$ cat src/rtl/vx_mem_lat_monitor_pkg.sv
// Shared types and default widths for the memory load-latency monitor.
// Defaults track the pipeline perf CSR width and the per-entry age counter.
package vx_mem_lat_monitor_pkg;

  localparam int LAT_TAG_ID_BITS = 4;
  localparam int LAT_AGE_BITS    = 16;
  localparam int LAT_CTR_BITS    = 44;

  typedef struct packed {
    logic                    valid;
    logic [LAT_AGE_BITS-1:0] age;
  } lat_entry_t;

endpackage

$ cat src/rtl/vx_lat_age_table.sv
// Per-tag outstanding-read table: one {valid, age} entry per tag ID, ages
// saturate-increment every cycle; exposes status/age of both addressed tags.
module vx_lat_age_table
  import vx_mem_lat_monitor_pkg::*;
#(
  parameter int TAG_ID_BITS = LAT_TAG_ID_BITS,
  parameter int AGE_BITS    = LAT_AGE_BITS
) (
  input  logic                   clk,
  input  logic                   reset,
  input  logic                   alloc,
  input  logic [TAG_ID_BITS-1:0] alloc_tag,
  input  logic                   retire,
  input  logic [TAG_ID_BITS-1:0] retire_tag,
  output logic                   alloc_valid,
  output logic                   retire_valid,
  output logic [AGE_BITS-1:0]    retire_age
);

  localparam int DEPTH = 1 << TAG_ID_BITS;
  localparam logic [AGE_BITS-1:0] AGE_MAX = {AGE_BITS{1'b1}};
  localparam logic [AGE_BITS-1:0] AGE_ONE = {{(AGE_BITS-1){1'b0}}, 1'b1};

  logic [DEPTH-1:0]    valid_r;
  logic [AGE_BITS-1:0] age_r [DEPTH];

  assign alloc_valid  = valid_r[alloc_tag];
  assign retire_valid = valid_r[retire_tag];
  assign retire_age   = age_r[retire_tag];

  // Entry update: allocation wins over retire on the same tag, which gives
  // retire-then-reallocate since the retired age was already read out above.
  always_ff @(posedge clk or posedge reset) begin
    if (reset) begin
      valid_r <= {DEPTH{1'b0}};
      for (int i = 0; i < DEPTH; i++) begin
        age_r[i] <= {AGE_BITS{1'b0}};
      end
    end else begin
      for (int i = 0; i < DEPTH; i++) begin
        if (alloc && (alloc_tag == i[TAG_ID_BITS-1:0])) begin
          valid_r[i] <= 1'b1;
          age_r[i]   <= AGE_ONE;
        end else if (retire && valid_r[i] && (retire_tag == i[TAG_ID_BITS-1:0])) begin
          valid_r[i] <= 1'b0;
          age_r[i]   <= {AGE_BITS{1'b0}};
        end else if (valid_r[i] && (age_r[i] != AGE_MAX)) begin
          age_r[i] <= age_r[i] + AGE_ONE;
        end
      end
    end
  end

endmodule

$ cat src/rtl/vx_mem_lat_monitor.sv
// Non-intrusive load-latency monitor: snoops the core-to-dcache handshakes and
// accumulates read count, latency sum/max, pending count and sticky errors.
module vx_mem_lat_monitor
  import vx_mem_lat_monitor_pkg::*;
#(
  parameter int TAG_ID_BITS = LAT_TAG_ID_BITS,
  parameter int AGE_BITS    = LAT_AGE_BITS,
  parameter int CTR_BITS    = LAT_CTR_BITS
) (
  input  logic                   clk,
  input  logic                   reset,
  input  logic                   clear,
  input  logic                   req_valid,
  input  logic                   req_ready,
  input  logic                   req_rw,
  input  logic [TAG_ID_BITS-1:0] req_tag_id,
  input  logic                   rsp_valid,
  input  logic                   rsp_ready,
  input  logic [TAG_ID_BITS-1:0] rsp_tag_id,
  output logic [CTR_BITS-1:0]    perf_reads,
  output logic [CTR_BITS-1:0]    perf_lat_sum,
  output logic [AGE_BITS-1:0]    perf_lat_max,
  output logic [TAG_ID_BITS:0]   perf_pending,
  output logic                   err_dup_tag,
  output logic                   err_orphan_rsp
);

  localparam logic [CTR_BITS-1:0]  CTR_ONE  = {{(CTR_BITS-1){1'b0}}, 1'b1};
  localparam logic [TAG_ID_BITS:0] PEND_ONE = {{TAG_ID_BITS{1'b0}}, 1'b1};

  logic                rd_fire_s;
  logic                rsp_fire_s;
  logic                alloc_valid_s;
  logic                retire_valid_s;
  logic [AGE_BITS-1:0] retire_age_s;
  logic                rsp_hit_s;
  logic                same_tag_s;
  logic                dup_s;
  logic                orphan_s;
  logic                pend_inc_s;

  assign rd_fire_s  = req_valid & req_ready & ~req_rw;
  assign rsp_fire_s = rsp_valid & rsp_ready;

  vx_lat_age_table #(
    .TAG_ID_BITS (TAG_ID_BITS),
    .AGE_BITS    (AGE_BITS)
  ) u_table (
    .clk          (clk),
    .reset        (reset),
    .alloc        (rd_fire_s),
    .alloc_tag    (req_tag_id),
    .retire       (rsp_fire_s),
    .retire_tag   (rsp_tag_id),
    .alloc_valid  (alloc_valid_s),
    .retire_valid (retire_valid_s),
    .retire_age   (retire_age_s)
  );

  // A same-tag retire frees the slot before the new read lands in it.
  assign rsp_hit_s  = rsp_fire_s & retire_valid_s;
  assign same_tag_s = rd_fire_s & rsp_hit_s & (req_tag_id == rsp_tag_id);
  assign dup_s      = rd_fire_s & alloc_valid_s & ~same_tag_s;
  assign orphan_s   = rsp_fire_s & ~retire_valid_s;
  assign pend_inc_s = rd_fire_s & (~alloc_valid_s | same_tag_s);

  // Outstanding-read count; survives clear, only reset zeroes it.
  always_ff @(posedge clk or posedge reset) begin
    if (reset) begin
      perf_pending <= {(TAG_ID_BITS+1){1'b0}};
    end else begin
      case ({pend_inc_s, rsp_hit_s})
        2'b10:   perf_pending <= perf_pending + PEND_ONE;
        2'b01:   perf_pending <= perf_pending - PEND_ONE;
        default: perf_pending <= perf_pending;
      endcase
    end
  end

  // Perf counters, worst-case latency and sticky error flags.
  always_ff @(posedge clk or posedge reset) begin
    if (reset) begin
      perf_reads     <= {CTR_BITS{1'b0}};
      perf_lat_sum   <= {CTR_BITS{1'b0}};
      perf_lat_max   <= {AGE_BITS{1'b0}};
      err_dup_tag    <= 1'b0;
      err_orphan_rsp <= 1'b0;
    end else if (clear) begin
      perf_reads     <= {CTR_BITS{1'b0}};
      perf_lat_sum   <= {CTR_BITS{1'b0}};
      perf_lat_max   <= {AGE_BITS{1'b0}};
      err_dup_tag    <= 1'b0;
      err_orphan_rsp <= 1'b0;
    end else begin
      if (rd_fire_s) begin
        perf_reads <= perf_reads + CTR_ONE;
      end
      if (rsp_hit_s) begin
        perf_lat_sum <= perf_lat_sum + CTR_BITS'(retire_age_s);
        if (retire_age_s > perf_lat_max) begin
          perf_lat_max <= retire_age_s;
        end
      end
      if (dup_s) begin
        err_dup_tag <= 1'b1;
      end
      if (orphan_s) begin
        err_orphan_rsp <= 1'b1;
      end
    end
  end

endmodule
$ cat config.mk
export PLATFORM = sky130hd
export DESIGN_NAME = vx_mem_lat_monitor
export DESIGN_NICKNAME = d
export VERILOG_FILES = /design/src/rtl/vx_mem_lat_monitor_pkg.sv /design/src/rtl/vx_lat_age_table.sv /design/src/rtl/vx_mem_lat_monitor.sv
export SDC_FILE = /design/constraint.sdc
export NUM_CORES = 1
export LEC_CHECK = 0
export ABC_AREA = 1
export CAP_MARGIN = 20
export CELL_PAD_IN_SITES_DETAIL_PLACEMENT = 1
export CELL_PAD_IN_SITES_GLOBAL_PLACEMENT = 1
export CORE_MARGIN = 2
export CORE_UTILIZATION = 48
export DETAILED_ROUTE_END_ITERATION = 8
export PLACE_DENSITY_LB_ADDON = 0.05
export SLEW_MARGIN = 10
export SYNTH_ARGS = -nofsm -noshare
export SYNTH_HDL_FRONTEND = slang
export SYNTH_SLANG_ARGS = --single-unit
$ cat constraint.sdc
create_clock -name clk -period 28.5 [get_ports clk]
set_clock_uncertainty 0.05 [all_clocks]
set_input_delay 4.275 -clock clk [delete_from_list [all_inputs] [get_ports clk]]
set_output_delay 4.275 -clock clk [all_outputs]
set_load 0.01 [all_outputs]
==> flow_metrics.env, run 1 <==
export IMPL_worstSetupStartpointType="input pin"
export IMPL_ys_top_cells_by_area="dfrtp_1, nand2_1, inv_1"
export IMPL_setup_slack_ns=19.42
export IMPL_place_gp_congestion=0.952
export IMPL_slew_violations=0
export IMPL_switching_power_mw=0.861
export IMPL_timing_hold_ws_ns=0.444
export IMPL_dieWidth_um=235
export IMPL_syn_area_mm2=0.0256
export IMPL_r2r_start="u_table.age_r[42]$_DFFE_PP0P_"
export IMPL_syn_nets=3811
export IMPL_synthCells=3740
export IMPL_wl_per_cell_um=21.7
export IMPL_cts_resized=0
export IMPL_grt_ovfl_total=0
export IMPL_via_per_inst=5.92
export IMPL_grt_pass1_wl_mm=156
export IMPL_clkTransAtPathRegs_ns=0.06
export IMPL_p_leak_nw=13.5
export IMPL_pwr_share_clk_pct=30.0
export IMPL_peakVddDrop_uv=57.5
export IMPL_antenna_found_initial=2
export IMPL_relSlewSlack_pct=31.8
export IMPL_postCtsSetupBuffers=0
export IMPL_cp_max_fo=43
export IMPL_ctsLongestPathBuffers=3
export IMPL_clock_sinks=383
export IMPL_p_per_area_mw_per_mm2=72.9
export IMPL_critPathKind="in2reg"
export IMPL_drive_gt1_share_pct=4.51
export IMPL_ios=127
export IMPL_ff2ff_setup_slack_ns=24.64
export IMPL_synth_cell_types=58
export IMPL_setup_viol=0
export IMPL_coreArea_mm2=0.0527
export IMPL_hp_start="perf_pending[4]$_DFFE_PP0P_"
export IMPL_drt_iter0_drc=1734
export IMPL_r2r_end="perf_lat_sum[41]$_DFFE_PP0P_"
export IMPL_rows=84
export IMPL_ctsHoldBuffers=0
export IMPL_drtAntennaViolNets=0
export IMPL_reg2regPathDepth=18
export IMPL_area_growth_syn_to_layout_pct=13.1
export IMPL_clk_latency_ns=0.61
export IMPL_final_cells=4574
export IMPL_dp_hpwl_mm=75.5
export IMPL_htree_num_levels=2
export IMPL_finalCriticalPeriod_ns=9.08
export IMPL_grt_pass1_vias=28100
export IMPL_fmax_mhz=110
export IMPL_dp_cells=4485
export IMPL_synth_most_common_cell="nand2_1"
export IMPL_seq_area_frac_synth_pct=37.4
export IMPL_track_usage_pct=35.2
export IMPL_route_vias_total=27100
export IMPL_cap_violations=0
export IMPL_design_die_area_mm2=0.0552
export IMPL_numCtsBuffers=47
export IMPL_tightest_slew_ns=1.02
export IMPL_routed_wl_mm=99.1
export IMPL_async_flop_share_pct=100
export IMPL_grt_setup_unrepaired="false"
export IMPL_period_share_pct=31.9
export IMPL_ys_flop_type="dfrtp_1"
export IMPL_worstHoldPathCells=1
export IMPL_initial_core_util_pct=48.6
export IMPL_dp_slack_ns=18.94
export IMPL_hold_viol=0
export IMPL_internal_power_mw=1.25
export IMPL_yosysTopAreaCellShare_pct=37.4
export IMPL_final_util_pct=55.0
export IMPL_min_to="perf_pending[4]$_DFFE_PP0P_"
export IMPL_hp_class="reg2reg"
export IMPL_portBuffers=126
export IMPL_tns_ns=0
export IMPL_synth_seq_cells=383
export IMPL_root_buffer="clkbuf_16"
export IMPL_grt_max_degree=167
export IMPL_synth_edf_count=0
export IMPL_nNetsFinal=3917
export IMPL_synth_area_leader_cell="dfrtp_1"
export IMPL_die_h_um=235
export IMPL_drc=0
export IMPL_status="complete, no violations"
export IMPL_drtPass1Iterations=5
export IMPL_seqCellArea_mm2=0.00958
export IMPL_synth_commonest_cells="nand2_1, inv_1, nor2_1, dfrtp_1, o21ai_0"
export IMPL_cts_tree="built"
export IMPL_syn_area_per_cell_um2=6.85
export IMPL_crit_required_ns=28.98
export IMPL_fill_cells=6919
export IMPL_setup_worst_path_end_class="register"
export IMPL_seqPwrFrac_pct=38.1
export IMPL_yosys_warnings=0
export IMPL_multiInputGateArea_mm2=0.0134
export IMPL_pwr_share_comb_pct=31.9
export IMPL_cp_arrival_ns=9.56
export IMPL_p_sw_share_pct=40.8
[cell usage in the layout, fill, tap and decap left out, types with 7 or more instances in the layout]
cell,n
o21ai_0,313
clkdlybuf4s50_1,126
nor2_2,13
nor3_2,13
nor3_1,144
nand2_1,885
xnor2_1,18
buf_4,8
inv_2,18
nor4_1,16
nand3b_1,9
clkbuf_16,48
nand3_1,242
nand4_1,88
ha_1,53
o21ai_1,14
inv_1,551
o22ai_1,108
nand2_2,18
dfrtp_1,383
nor2_1,409
xor2_1,43
a21oi_1,178
clkbuf_1,15
a22oi_1,13
o21a_1,13
a31oi_1,16
clkbuf_8,12
nor2_4,7
nor3b_1,26
[metrics by stage]
| stage | area (um2) | power [mW] |
|---|---|---|
| after floorplan | 25600 | 1.21 |
| after global placement | 27400 | 1.42 |
| after detailed placement | 27400 | 1.46 |
| after CTS | 29000 | 2.10 |
| after global routing | 29000 | 2.22 |
| final | 29000 | 2.11 |
[power by group through the flow]
stage,logic (mW),clock network (mW),registers (mW)
2_1_floorplan,0.439,0,0.767
3_3_place_gp,0.619,0,0.798
3_5_place_dp,0.656,0,0.807
4_1_cts,0.665,0.640,0.799
5_1_grt,0.745,0.659,0.820
6_report,0.673,0.635,0.805
[flip-flops by register name (all words and copies together), names as in the netlist]
signal	flops
perf_reads	44
perf_lat_max	16
u_table.age_r	256
err_orphan_rsp	1
u_table.valid_r	16
err_dup_tag	1
perf_lat_sum	44
perf_pending	5
[how the worst max path moves through the flow]
stage,startpoint,end,slack (ns)
global placement,rsp_tag_id[0],perf_lat_sum[32]$_DFFE_PP0P_,19.11
floorplan,reset,err_dup_tag$_DFFE_PP0P_,13.53
detailed placement,rsp_tag_id[0],perf_lat_sum[32]$_DFFE_PP0P_,18.94
CTS,rsp_tag_id[0],perf_lat_sum[32]$_DFFE_PP0P_,19.55
finish,rsp_tag_id[0],perf_lat_sum[28]$_DFFE_PP0P_,19.42
global route,rsp_tag_id[0],perf_lat_sum[32]$_DFFE_PP0P_,19.20
[per-layer routing]
metal  global-route usage [%]  routed length, um  up-vias
li1                         -                  -    12500
met1                     43.5              40500    13500
met2                     59.3              47200      834
met3                     5.89               5900      271
met4                     17.8               5500        2
met5                        0                 13        -
[cell families (layout without fill, tap and decap cells)]
group,Yosys count,in the layout,synth area share (%)
AND/OR/NAND/NOR,1900,1900,32.8
AO/OA/AOI/OAI,685,685,14.6
buffers and inverters,652,795,10.2
flip-flops,383,383,37.4
XOR/XNOR,61,61,2.09
adder cells (fa/ha/maj),55,55,2.75
multiplexers,4,4,0.156
other,0,3,0
[critical path: stages]
cell and delay [ns]:
clkdlybuf4s50_1 1.02, nor2_4 0.24, inv_2 0.30, buf_4 0.57, o22ai_1 0.17, o21ai_0 0.44
nand2_1 0.22, nor2_1 0.36, inv_1 0.09, ha_1 0.25, fa_1 0.46, nand3_1 0.11
nand3_1 0.17, nand2_1 0.11, nand2_1 0.17, nand2_1 0.11, nand2_1 0.08, nand2_1 0.11
nand2_1 0.06, nand2_1 0.07, nand4_1 0.08, nand2_1 0.09
[final cells by class]
class                           count  share of cell area [%]
Sequential cell                   383                    33.1
Clock buffer                       75                    4.91
Multi-Input combinational cell   2705                    46.3
Timing Repair Buffer              135                    4.63
Inverter                          574                    7.48
Antenna cell                        3                  0.0259
Clock inverter                     11                   0.587
Tap cell                          688                    2.97
No activity file was read; power rests on OpenSTA's default activity.
==> inputs of run 2 (changes only) <==
Settings changed: CORE_UTILIZATION 48 to 45.
Clock period 28.5 ns to 8.95 ns, I/O delays scaled along.
==> run 2 against run 1 <==
Final cell count increased by 1.5%; critical path depth did not move; setup slack got worse by 17 ns; clock power rose to 3.4 times the previous value; clock-buffer cell count down 9; worst hold slack better by 0.0051 ns; register-to-register slack got worse by 20 ns; design area grew 0.83%; combinational power rose to 3.0 times the previous value; via count is 2.0% lower; routed wire length shrank 3.6%; sequential share of layout area shrank 0.27 points; critical path type unchanged.
==> flow_metrics.env, run 2 (synthesized netlist as in run 1, its figures left out) <==
export IMPL_status="complete, no violations"
export IMPL_timing_hold_ws_ns=0.449
export IMPL_clkTransAtPathRegs_ns=0.06
export IMPL_slew_violations=0
export IMPL_portBuffers=126
export IMPL_ff2ff_setup_slack_ns=5.00
export IMPL_fmax_mhz=160
export IMPL_grt_pass1_vias=27800
export IMPL_hold_viol=0
export IMPL_final_common_cell="nand2_1"
export IMPL_worstHoldPathCells=1
export IMPL_critPathKind="in2reg"
export IMPL_dp_hpwl_mm=73.3
export IMPL_ctsHoldBuffers=0
export IMPL_peakVddDrop_uv=201
export IMPL_postCtsSetupBuffers=0
export IMPL_grt_ovfl_total=0
export IMPL_cts_resized=0
export IMPL_ios=127
export IMPL_drive_gt1_share_pct=4.81
export IMPL_final_cells=4644
export IMPL_antenna_found_initial=3
export IMPL_grt_setup_unrepaired="false"
export IMPL_r2r_start="u_table.age_r[5]$_DFFE_PP0P_"
export IMPL_crit_required_ns=9.44
export IMPL_die_h_um=243
export IMPL_top_register="u_table.age_r"
export IMPL_finalCriticalPeriod_ns=6.24
export IMPL_initial_core_util_pct=45.4
export IMPL_reg_top3="u_table.age_r x256, perf_lat_sum x44, perf_reads x44"
export IMPL_setup_worst_path_end_class="register"
export IMPL_rows=87
export IMPL_cp_arrival_ns=6.73
export IMPL_p_leak_nw=13.6
export IMPL_root_buffer="clkbuf_16"
export IMPL_hp_class="reg2reg"
export IMPL_ctsLongestPathBuffers=3
export IMPL_nNetsFinal=3921
export IMPL_drc=0
export IMPL_p_per_area_mw_per_mm2=231
export IMPL_cp_startpoint="rsp_tag_id[0]"
export IMPL_place_gp_congestion=0.959
export IMPL_reg2regPathDepth=17
export IMPL_dp_cells=4557
export IMPL_tightest_slew_ns=1.06
export IMPL_period_share_pct=69.8
export IMPL_area_growth_syn_to_layout_pct=14.1
export IMPL_cap_violations=0
export IMPL_grt_pass1_wl_mm=152
export IMPL_min_to="perf_pending[4]$_DFFE_PP0P_"
export IMPL_tns_ns=0
export IMPL_largest_reg_flops=256
export IMPL_track_usage_pct=32.2
export IMPL_fill_cells=7396
export IMPL_drt_iter0_drc=1659
export IMPL_coreArea_mm2=0.0564
export IMPL_grt_max_degree=130
export IMPL_hp_start="perf_pending[4]$_DFFE_PP0P_"
export IMPL_cts_tree="built"
export IMPL_final_cell_mix="nand2_1, inv_1, nor2_1"
export IMPL_worstSetupStartpointType="input pin"
export IMPL_drtAntennaViolNets=0
export IMPL_htree_num_levels=2
export IMPL_numCtsBuffers=47
export IMPL_wl_per_cell_um=20.6
export IMPL_r2r_end="perf_lat_sum[39]$_DFFE_PP0P_"
export IMPL_design_die_area_mm2=0.0588
export IMPL_drtPass1Iterations=5
export IMPL_dieWidth_um=243
export IMPL_routed_wl_mm=95.6
export IMPL_route_vias_total=26500
export IMPL_cp_max_fo=47
export IMPL_clock_sinks=383
export IMPL_relSlewSlack_pct=28.7
export IMPL_via_per_inst=5.71
export IMPL_clk_latency_ns=0.60
export IMPL_setup_viol=0
==> run 2: changes by cell type in the layout (fill, tap and decap cells not counted) <==
| cell | previous run | this run |
|---|---|---|
| bufinv_16 | 4 | 9 |
| clkbuf_1 | 15 | 7 |
| clkbuf_8 | 12 | 11 |
| diode_2 | 3 | 1 |
| clkinv_2 | 6 | 7 |
| inv_8 | 1 | 0 |
| buf_4 | 8 | 12 |
| clkinvlp_4 | 0 | 4 |
==> run 2: layout make-up <==
cell class | instances | area (um2) | area share (%)
inverters | 574 | 2160 | 7.41
multi-input cells | 2705 | 13400 | 45.9
clock inverters | 20 | 348 | 1.19
diodes | 1 | 2.50 | 0.00856
well taps | 756 | 946 | 3.24
repair buffers | 139 | 1370 | 4.69
clock buffers | 66 | 1380 | 4.72
flip-flops and latches | 383 | 9580 | 32.8
==> run 2: worst max-delay path by stage <==
stage,endpoint,slack [ns],cells past startpoint
final,perf_lat_sum[28]$_DFFE_PP0P_,2.71,22
after global placement,perf_lat_sum[28]$_DFFE_PP0P_,2.21,22
after detailed placement,perf_lat_sum[28]$_DFFE_PP0P_,2.13,22
after CTS,perf_lat_sum[28]$_DFFE_PP0P_,2.77,22
after global routing,perf_lat_sum[32]$_DFFE_PP0P_,2.39,21
after floorplan,err_dup_tag$_DFFE_PP0P_,2.41,1
==> run 2: report_power, final <==
| part | total (mW) | switching [mW] | internal, mW |
|---|---|---|---|
| logic | 2.05 | 1.39 | 0.652 |
| registers | 2.55 | 0.425 | 2.13 |
| clock network | 2.16 | 0.827 | 1.33 |
| total | 6.76 | 2.65 | 4.11 |
==> run 2: per-stage QoR <==
| step | util [%] | instance area [um2] | worst slack (ns) | power [mW] |
|---|---|---|---|---|
| 2_1_floorplan | - | 25600 | 2.41 | 3.84 |
| 3_3_place_gp | 48.8 | 27500 | 2.21 | 4.47 |
| 3_5_place_dp | 48.8 | 27500 | 2.13 | 4.59 |
| 4_1_cts | 51.8 | 29200 | 2.77 | 6.78 |
| 5_1_grt | 51.8 | 29200 | 2.39 | 7.16 |
| 6_report | 51.8 | 29200 | 2.71 | 6.76 |
==> run 2: routing by layer <==
metal	vias up	global-route usage, %	part of all wire (%)
met5	-	0	0.032
met4	4	14.3	4.9
met3	220	4.43	4.8
met2	683	56.2	49
met1	13100	39.5	41
li1	12500	-	-
==> run 2: critical path: stages <==
cell and delay, ns:
clkdlybuf4s50_1 0.99, nor2_4 0.22, inv_2 0.30, buf_4 0.59, o22ai_1 0.19, o21ai_0 0.60
nand2_1 0.20, nor2_1 0.37, inv_1 0.09, ha_1 0.24, fa_1 0.44, nand3_1 0.10
nand3_1 0.18, nand2_1 0.11, nand2_1 0.14, nand2_1 0.10, nand2_1 0.07, nand2_1 0.11
nand2_1 0.06, nand2_1 0.06, nand4_1 0.08, nand2_1 0.10
==> inputs of run 3 (changes only) <==
Clock period 8.95 ns to 5.82 ns, I/O delays scaled along.
==> run 3 against run 2 <==
Worst hold slack improved by 0.0021 ns; die area did not move; critical path type unchanged; sequential power rose by 54%.
==> flow_metrics.env, run 3 (synthesized netlist as in run 1, its figures left out) <==
export IMPL_numCtsBuffers=47
export IMPL_ios=127
export IMPL_pwr_share_comb_pct=31.3
export IMPL_relSlewSlack_pct=35.9
export IMPL_fmax_mhz=193
export IMPL_postCtsSetupBuffers=0
export IMPL_die_h_um=243
export IMPL_hp_start="perf_lat_max[6]$_DFFE_PP0P_"
export IMPL_grt_pass1_wl_mm=157
export IMPL_finalCriticalPeriod_ns=5.18
export IMPL_nNetsFinal=3931
export IMPL_grt_ovfl_total=0
export IMPL_total_power_mw=10.3
export IMPL_grt_pass1_vias=27900
export IMPL_portBuffers=126
export IMPL_antenna_found_initial=0
export IMPL_area_growth_syn_to_layout_pct=14.0
export IMPL_rows=87
export IMPL_clock_sinks=383
export IMPL_tightest_slew_ns=0.955
export IMPL_grt_setup_unrepaired="false"
export IMPL_via_per_inst=5.77
export IMPL_initial_core_util_pct=45.4
export IMPL_largest_reg_flops=256
export IMPL_slew_violations=0
export IMPL_drt_iter0_drc=1774
export IMPL_critPathKind="in2reg"
export IMPL_cts_tree="built"
export IMPL_hold_viol=0
export IMPL_crit_required_ns=6.25
export IMPL_root_buffer="clkbuf_16"
export IMPL_seqCellArea_mm2=0.00958
export IMPL_r2r_start="u_table.age_r[26]$_DFFE_PP0P_"
export IMPL_dieWidth_um=243
export IMPL_reg_top3="u_table.age_r x256, perf_lat_sum x44, perf_reads x44"
export IMPL_p_sw_share_pct=40.0
export IMPL_setup_viol=0
export IMPL_drive_gt1_share_pct=4.88
export IMPL_hp_class="reg2reg"
export IMPL_routed_wl_mm=99.0
export IMPL_internal_power_mw=6.17
export IMPL_track_usage_pct=33.3
export IMPL_tns_ns=0
export IMPL_coreArea_mm2=0.0564
export IMPL_cp_arrival_ns=5.62
export IMPL_final_cell_mix="nand2_1, inv_1, nor2_1"
export IMPL_drtAntennaViolNets=0
export IMPL_cp_startpoint="rsp_tag_id[0]"
export IMPL_final_common_cell="nand2_1"
export IMPL_timing_hold_ws_ns=0.451
export IMPL_worstHoldPathCells=2
export IMPL_multiInputGateArea_mm2=0.0134
export IMPL_final_cells=4648
export IMPL_fin_area_mm2=0.0292
export IMPL_htree_num_levels=2
export IMPL_wl_per_cell_um=21.3
export IMPL_n_antenna_cell=0
export IMPL_cap_violations=0
export IMPL_status="complete, no violations"
export IMPL_fill_cells=7452
export IMPL_p_leak_nw=13.6
export IMPL_route_vias_total=26800
export IMPL_seqPwrFrac_pct=38.2
export IMPL_pwr_share_clk_pct=30.5
export IMPL_grt_max_degree=147
export IMPL_clk_latency_ns=0.61
export IMPL_dp_hpwl_mm=76.8
export IMPL_ctsLongestPathBuffers=3
export IMPL_p_per_area_mw_per_mm2=352
export IMPL_top_register="u_table.age_r"
export IMPL_peakVddDrop_uv=277
export IMPL_switching_power_mw=4.11
export IMPL_design_die_area_mm2=0.0588
export IMPL_setup_worst_path_end_class="register"
export IMPL_drc=0
export IMPL_period_share_pct=89.1
export IMPL_cp_max_fo=21
export IMPL_place_gp_congestion=0.959
export IMPL_dp_cells=4567
export IMPL_placed_area_mm2=0.0276
export IMPL_reg2regPathDepth=18
export IMPL_clkTransAtPathRegs_ns=0.06
export IMPL_drtPass1Iterations=5
export IMPL_cts_resized=0
export IMPL_worstSetupStartpointType="input pin"
export IMPL_ctsHoldBuffers=0
export IMPL_ff2ff_setup_slack_ns=1.96
## run 3: cell count changes in the layout (fill, tap and decap cells not counted), moves of 2 or more
cell,change
buf_12,+2
buf_4,+8
bufinv_16,-5
clkbuf_1,+2
clkbuf_8,+4
clkinv_2,-3
clkinvlp_4,-2
## run 3: per-stage QoR
stage	util, %	setup WS [ns]
final	51.8	0.637
after global routing	51.8	0.360
after CTS	51.8	0.753
after detailed placement	48.9	0.142
after global placement	48.9	0.292
after floorplan	-	-0.251
## run 3: power groups by stage
stage	Sequential [mW]	Clock [mW]	Combinational (mW)
after detailed placement	3.94	0	3.18
after CTS	3.91	3.17	3.20
after global placement	3.91	0	3.03
final	3.93	3.13	3.22
after global routing	4.00	3.27	3.59
after floorplan	3.76	0	2.15
## run 3: layout make-up
class / instances / area share (%)
Timing Repair Buffer: 149 / 5.04
Clock inverter: 8 / 0.488
Inverter: 574 / 7.41
Tap cell: 756 / 3.24
Sequential cell: 383 / 32.8
Clock buffer: 73 / 5.02
Multi-Input combinational cell: 2705 / 46.0
## run 3: worst max-delay path: stages
cell             delay, ns
clkdlybuf4s50_1       0.75
nor2_4                0.16
inv_2                 0.40
buf_4                 0.35
buf_4                 0.23
o22ai_1               0.09
o21ai_0               0.38
nand2_1               0.11
nor2_1                0.42
inv_1                 0.17
ha_1                  0.42
nand2_1               0.11
nor2_1                0.17
nand2_1               0.07
nand2_1               0.20
nand2_1               0.08
nand2_1               0.22
nand3_1               0.11
nand2_1               0.10
nand3_1               0.08
nand2_1               0.08
nor2_1                0.05
## run 3: layer usage
metal | routed length (um) | global-route usage, %
met5 | 0 | 0
met3 | 4870 | 4.26
met4 | 4400 | 13.6
met1 | 41100 | 41.4
met2 | 48600 | 58.5
## run 3: final timing paths
path	endpoint
worst max-delay path	perf_lat_sum[27]$_DFFE_PP0P_
worst min-delay path	perf_lat_max[6]$_DFFE_PP0P_
worst max register to register	perf_lat_sum[41]$_DFFE_PP0P_
worst min register to register	perf_lat_max[6]$_DFFE_PP0P_
max in group asynchronous	perf_reads[37]$_DFFE_PP0P_
min in group asynchronous	u_table.age_r[135]$_DFFE_PP0P_
